--- src/rtl/clusterv_mem_arb_2x1.sv ---
// clusterv_mem_arb_2x1: two-initiator Wishbone arbiter with bus lock, round-robin tie-break and wait timeout
module clusterv_mem_arb_2x1 #(
    parameter int ADR_WIDTH = 32,
    parameter int DAT_WIDTH = 32,
    parameter int TIMEOUT   = 255
) (
    input  logic                   clock,
    input  logic                   reset,
    input  logic [ADR_WIDTH-1:0]   i0_adr,
    input  logic [DAT_WIDTH-1:0]   i0_dat_w,
    output logic [DAT_WIDTH-1:0]   i0_dat_r,
    input  logic                   i0_cyc,
    input  logic                   i0_stb,
    input  logic                   i0_we,
    input  logic [DAT_WIDTH/8-1:0] i0_sel,
    output logic                   i0_ack,
    output logic                   i0_err,
    input  logic [ADR_WIDTH-1:0]   i1_adr,
    input  logic [DAT_WIDTH-1:0]   i1_dat_w,
    output logic [DAT_WIDTH-1:0]   i1_dat_r,
    input  logic                   i1_cyc,
    input  logic                   i1_stb,
    input  logic                   i1_we,
    input  logic [DAT_WIDTH/8-1:0] i1_sel,
    output logic                   i1_ack,
    output logic                   i1_err,
    output logic [ADR_WIDTH-1:0]   t_adr,
    output logic [DAT_WIDTH-1:0]   t_dat_w,
    output logic                   t_cyc,
    output logic                   t_stb,
    output logic                   t_we,
    output logic [DAT_WIDTH/8-1:0] t_sel,
    input  logic [DAT_WIDTH-1:0]   t_dat_r,
    input  logic                   t_ack,
    input  logic                   t_err
);
    localparam logic [1:0]  IDLE      = 2'd0;
    localparam logic [1:0]  GNT0      = 2'd1;
    localparam logic [1:0]  GNT1      = 2'd2;
    localparam logic [15:0] TIMEOUT_W = 16'(TIMEOUT);
    localparam logic [15:0] CNT_MAX   = 16'hFFFF;

    logic [1:0]  state, state_nxt;
    logic        last_grant, last_grant_nxt;
    logic [15:0] wait_cnt, wait_cnt_nxt;
    logic        req0, req1, own1, own_cyc, own_stb;
    logic        gnt0, gnt1, active, timeout;

    assign req0    = i0_cyc & i0_stb;
    assign req1    = i1_cyc & i1_stb;
    assign own1    = (state == GNT1);
    assign own_cyc = own1 ? i1_cyc : i0_cyc;
    assign own_stb = own1 ? i1_stb : i0_stb;
    // An asserted reset forces IDLE-looking outputs even before the clock edge lands.
    assign gnt0    = reset & (state == GNT0);
    assign gnt1    = reset & (state == GNT1);
    assign active  = gnt0 | gnt1;
    assign timeout = active & own_cyc & (wait_cnt >= TIMEOUT_W);

    assign t_cyc   = active & own_cyc & ~timeout;
    assign t_stb   = active & own_stb & ~timeout;
    assign t_adr   = gnt0 ? i0_adr   : gnt1 ? i1_adr   : '0;
    assign t_dat_w = gnt0 ? i0_dat_w : gnt1 ? i1_dat_w : '0;
    assign t_we    = gnt0 ? i0_we    : gnt1 ? i1_we    : 1'b0;
    assign t_sel   = gnt0 ? i0_sel   : gnt1 ? i1_sel   : '0;

    // Error beats ack; a timeout synthesises an error and hides any late ack.
    assign i0_ack   = gnt0 & t_ack & ~t_err & ~timeout;
    assign i1_ack   = gnt1 & t_ack & ~t_err & ~timeout;
    assign i0_err   = gnt0 & (t_err | timeout);
    assign i1_err   = gnt1 & (t_err | timeout);
    assign i0_dat_r = t_dat_r;
    assign i1_dat_r = t_dat_r;

    // Next arbitration state: grant from IDLE, hold while locked, release on cyc drop or timeout.
    always_comb begin
        state_nxt      = state;
        last_grant_nxt = last_grant;
        wait_cnt_nxt   = wait_cnt;
        case (state)
            IDLE: begin
                wait_cnt_nxt = '0;
                if (req0 & req1)
                    state_nxt = last_grant ? GNT0 : GNT1;
                else if (req0)
                    state_nxt = GNT0;
                else if (req1)
                    state_nxt = GNT1;
            end
            GNT0, GNT1: begin
                if (!own_cyc || timeout) begin
                    state_nxt      = IDLE;
                    last_grant_nxt = own1;
                    wait_cnt_nxt   = '0;
                end else if (t_ack | t_err)
                    wait_cnt_nxt = '0;
                else if (own_stb && wait_cnt != CNT_MAX)
                    wait_cnt_nxt = wait_cnt + 16'd1;
            end
            default: state_nxt = IDLE;
        endcase
    end

    // Arbitration registers; last_grant resets to 1 so initiator 0 wins first contention.
    always_ff @(posedge clock) begin
        if (!reset) begin
            state      <= IDLE;
            last_grant <= 1'b1;
            wait_cnt   <= '0;
        end else begin
            state      <= state_nxt;
            last_grant <= last_grant_nxt;
            wait_cnt   <= wait_cnt_nxt;
        end
    end
endmodule

--- config.mk ---
export PLATFORM = sky130hd
export DESIGN_NAME = clusterv_mem_arb_2x1
export DESIGN_NICKNAME = d
export VERILOG_FILES = /design/src/rtl/clusterv_mem_arb_2x1.sv
export SDC_FILE = /design/constraint.sdc
export NUM_CORES = 1
export LEC_CHECK = 0
export CORE_AREA = 3 3 122 124
export CTS_BUF_LIST = sky130_fd_sc_hd__clkbuf_16
export CTS_CLUSTER_DIAMETER = 50
export CTS_CLUSTER_SIZE = 12
export DETAILED_ROUTE_END_ITERATION = 10
export DIE_AREA = 0 0 125 127
export SLEW_MARGIN = 20
export SYNTH_ARGS = -nofsm -noshare
export SYNTH_HDL_FRONTEND = slang
export SYNTH_SLANG_ARGS = --single-unit
--- constraint.sdc ---
create_clock -name clock -period 2.5 [get_ports clock]
set_clock_uncertainty 0.1 [all_clocks]
set_input_delay 0.5 -clock clock [delete_from_list [all_inputs] [get_ports clock]]
set_output_delay 0.5 -clock clock [all_outputs]
set_load 0.1 [all_outputs]
==> flow_metrics.tcl <==
set metrics [dict create \
    globalRouteOverflowTotal 0 \
    post_route_cells_drive_above_1_share 0.4346 \
    route.vias.total 3270 \
    clockBufferDepth 2 \
    drt_pass1_iterations 4 \
    leading_cell_type_in_the_layout_fill_and_taps_excluded "sky130_fd_sc_hd__clkdlybuf4s50_1" \
    synth-adder-area-share 0.02496 \
    r2r-start "wait_cnt[1]" \
    nets 681 \
    timing.rr.end "wait_cnt[11]" \
    initial_utilization 0.1805 \
    vias_per_cell 4.823 \
    cp.required_ps 1900 \
    r2r_slack_ps 220 \
    synth_xor_area_frac 0 \
    min-delay-start "wait_cnt[1]" \
    achievable_freq_mhz 400.6 \
    postSynthCellCount 322 \
    worst-setup-path-type "reg -> out" \
    tightest_slew_ps 610.8 \
    ys_seq_area_frac 0.1518 \
    dp_hpwl_mm 12.62 \
    maxSlewViolCount 0 \
    yosys_top_cell_by_area "sky130_fd_sc_hd__a22o_1" \
    ys.warnings.count 0 \
    global_routing_usage_summed_across_all_routing_layers 0.1875 \
    worstPathMaxFanout 6 \
    final_cell_count_no_fill 678 \
    wl_per_cell_microns 22.69 \
    grt_antenna_before_repair 0 \
    synthSimpleGateAreaFrac 0.2102 \
    power_leakage_uw 0.002369 \
    post-route-util 0.4331 \
    post-route-drc-count 0 \
    synthMuxAreaShare 0.01847 \
    chipWidth_microns 125 \
    cp.arrival_ps 1900 \
    final.setup.tns_ps 0 \
    grt_start_max_net_pins 40 \
    worst_hold_path.num_cells 2 \
    synth_async_sr_flop_share 0 \
    std_cell_rows 43 \
    grt_first_pass_wirelength_mm 22.71 \
    worst_slew_margin_rel 0.5890 \
    min_path_type "reg -> reg" \
    mappedNetlistNets 505 \
    startpoint_type "register" \
    postSynthAreaPerCell_sq_um 7.783 \
    min_to "wait_cnt[1]" \
    max_cap_viol_count 0 \
    antenna_left 0 \
    highest_count_cells_in_the_layout_ignoring_fill_and_taps "142 x sky130_fd_sc_hd__clkdlybuf4s50_1, 80 x sky130_fd_sc_hd__buf_12, 37 x sky130_fd_sc_hd__a22o_2" \
    min_period_over_period 0.9985 \
    clock_tree.root_cell "sky130_fd_sc_hd__clkbuf_16" \
    sequential_cell_area_sq_um 395.4 \
    io-pin-count 317 \
    ys_top_cells_by_area "sky130_fd_sc_hd__a22o_1 24%, sky130_fd_sc_hd__buf_4 19%, sky130_fd_sc_hd__dfxtp_1 15%" \
    wl_mm 15.38 \
    grt_pass1_vias 3420 \
    die_outline_area_sq_um 15880 \
    h-tree-depth 1 \
    total_power_uw 3290 \
    run_status "complete, no violations" \
    multi_input_area_sq_um 1994 \
    yosys_cell_types 49 \
    synth-seq-cells 19 \
    synth_top_family_by_area "compound AO/OA/AOI/OAI gates" \
    power.ir.vdd_worst_mv 0.3393 \
    cts_tree "yes" \
    clock_sinks 19 \
    filler_cell_count 1292 \
    cts_made_buffers 3 \
    syn_area_sq_um 2506 \
    power_density_nw_per_um2 547.2 \
    synth_ff_type "sky130_fd_sc_hd__dfxtp_1" \
    placeableCoreArea_sq_um 13880 \
    place_congestion 0.8585 \
    kind_of_capture_point_of_the_worst_setup_path "primary output" \
    drt-initial-drc-count 150 \
    numPortBuffers 220 \
    clk_latency_ps 260 \
    reg2reg_depth 9 \
    yosysTopAreaCellShare 0.2411 \
    count_of_flip_flops_with_a_built_in_enable_after_synthesis 0 \
    dp.cells 662 \
    report.final.setup_viol 0 \
    path_clk_slew_ps 60 \
    floorplan.die.height_microns 127 \
    final-hold-violation-count 0 \
    rsz0062_at_grt "yes" \
    synth_compound_area_frac 0.3620 \
    area_growth_syn_to_layout_pct 139.9 \
    final_period_minus_worst_setup_slack_ps 2496 \
]
state kept, by name, indices dropped and copies added, names as in the netlist:
| name | cells |
|---|---|
| last_grant | 1 |
| state | 2 |
| wait_cnt | 16 |
metal layers:
| layer | global-route usage | vias to the layer above | routed length [microns] |
|---|---|---|---|
| li1 | - | 1535 | - |
| met1 | 0.2430 | 1601 | 6539 |
| met2 | 0.3220 | 127 | 7604 |
| met3 | 0.04724 | 7 | 1099 |
| met4 | 0.02934 | 0 | 138 |
| met5 | 0 | - | 0 |
synth_stat cells (all sizes together), types with 2 or more instances:
cell type,n
a21oi,9
a22o,69
a31oi,11
and2,2
and3,9
buf,67
clkbuf,19
dfxtp,19
ha,5
inv,3
mux2,2
mux2i,2
nand2,23
nand3,14
nand4,13
nor2,10
nor3,5
nor4,6
o211ai,3
o21ai,9
or3,2
area by class of cell:
| class | instances | area share |
|---|---|---|
| clock buffers | 3 | 0.01249 |
| well taps | 180 | 0.03746 |
| diodes | 1 | 0.0004162 |
| clock inverters | 1 | 0.0008325 |
| inverters | 3 | 0.002289 |
| repair buffers | 257 | 0.5490 |
| multi-input cells | 214 | 0.3317 |
| flip-flops and latches | 19 | 0.06576 |
cell families after synthesis:
family | Yosys count
adder cells (fa/ha/maj) | 5
flip-flops | 19
multiplexers | 4
buffers and inverters | 89
AND/OR/NAND/NOR | 93
AO/OA/AOI/OAI | 112
metrics by stage:
step	hold slack [ps]	setup WS [ps]	instance area, sq um
after floorplan	363.3	-302.1	2836
after global placement	385.0	-136.1	5688
after detailed placement	398.0	-146.6	5688
after CTS	395.2	-1.112	5969
after global routing	445.0	-79.23	6010
final	413.1	3.848	6012
worst max-delay path by stage:
stage / startpoint / to / slack, ps / cells past startpoint
final: state[0] / i0_err / 4 / 9
after global routing: wait_cnt[1] / i0_err / -80 / 8
after CTS: state[0] / t_stb / -1 / 8
after detailed placement: i1_cyc / t_stb / -150 / 7
after global placement: i1_cyc / t_stb / -140 / 7
after floorplan: state[0] / i1_ack / -300 / 6
where the power goes:
group,internal (uW),switching [uW]
registers,328,20.8
logic,1070,1530
clock network,215,128
total,1610,1680
critical path: stages, from the launching register on:
cell                      delay [ps]
sky130_fd_sc_hd__dfxtp_4         370
sky130_fd_sc_hd__inv_4            40
sky130_fd_sc_hd__ha_4            170
sky130_fd_sc_hd__and3b_2         270
sky130_fd_sc_hd__o21ai_4          80
sky130_fd_sc_hd__nor2_4          210
sky130_fd_sc_hd__nor2_2           70
sky130_fd_sc_hd__buf_6           130
sky130_fd_sc_hd__nor2b_4         120
sky130_fd_sc_hd__buf_12          180
repair_timing:
action,CTS,global route
setup endpoints to repair,74,35
gates cloned,2,0
setup buffers,9,2
hold buffers,0,0
gates resized for setup,25,13
pin swaps,8,6
No activity file was read; power rests on OpenSTA's default activity.
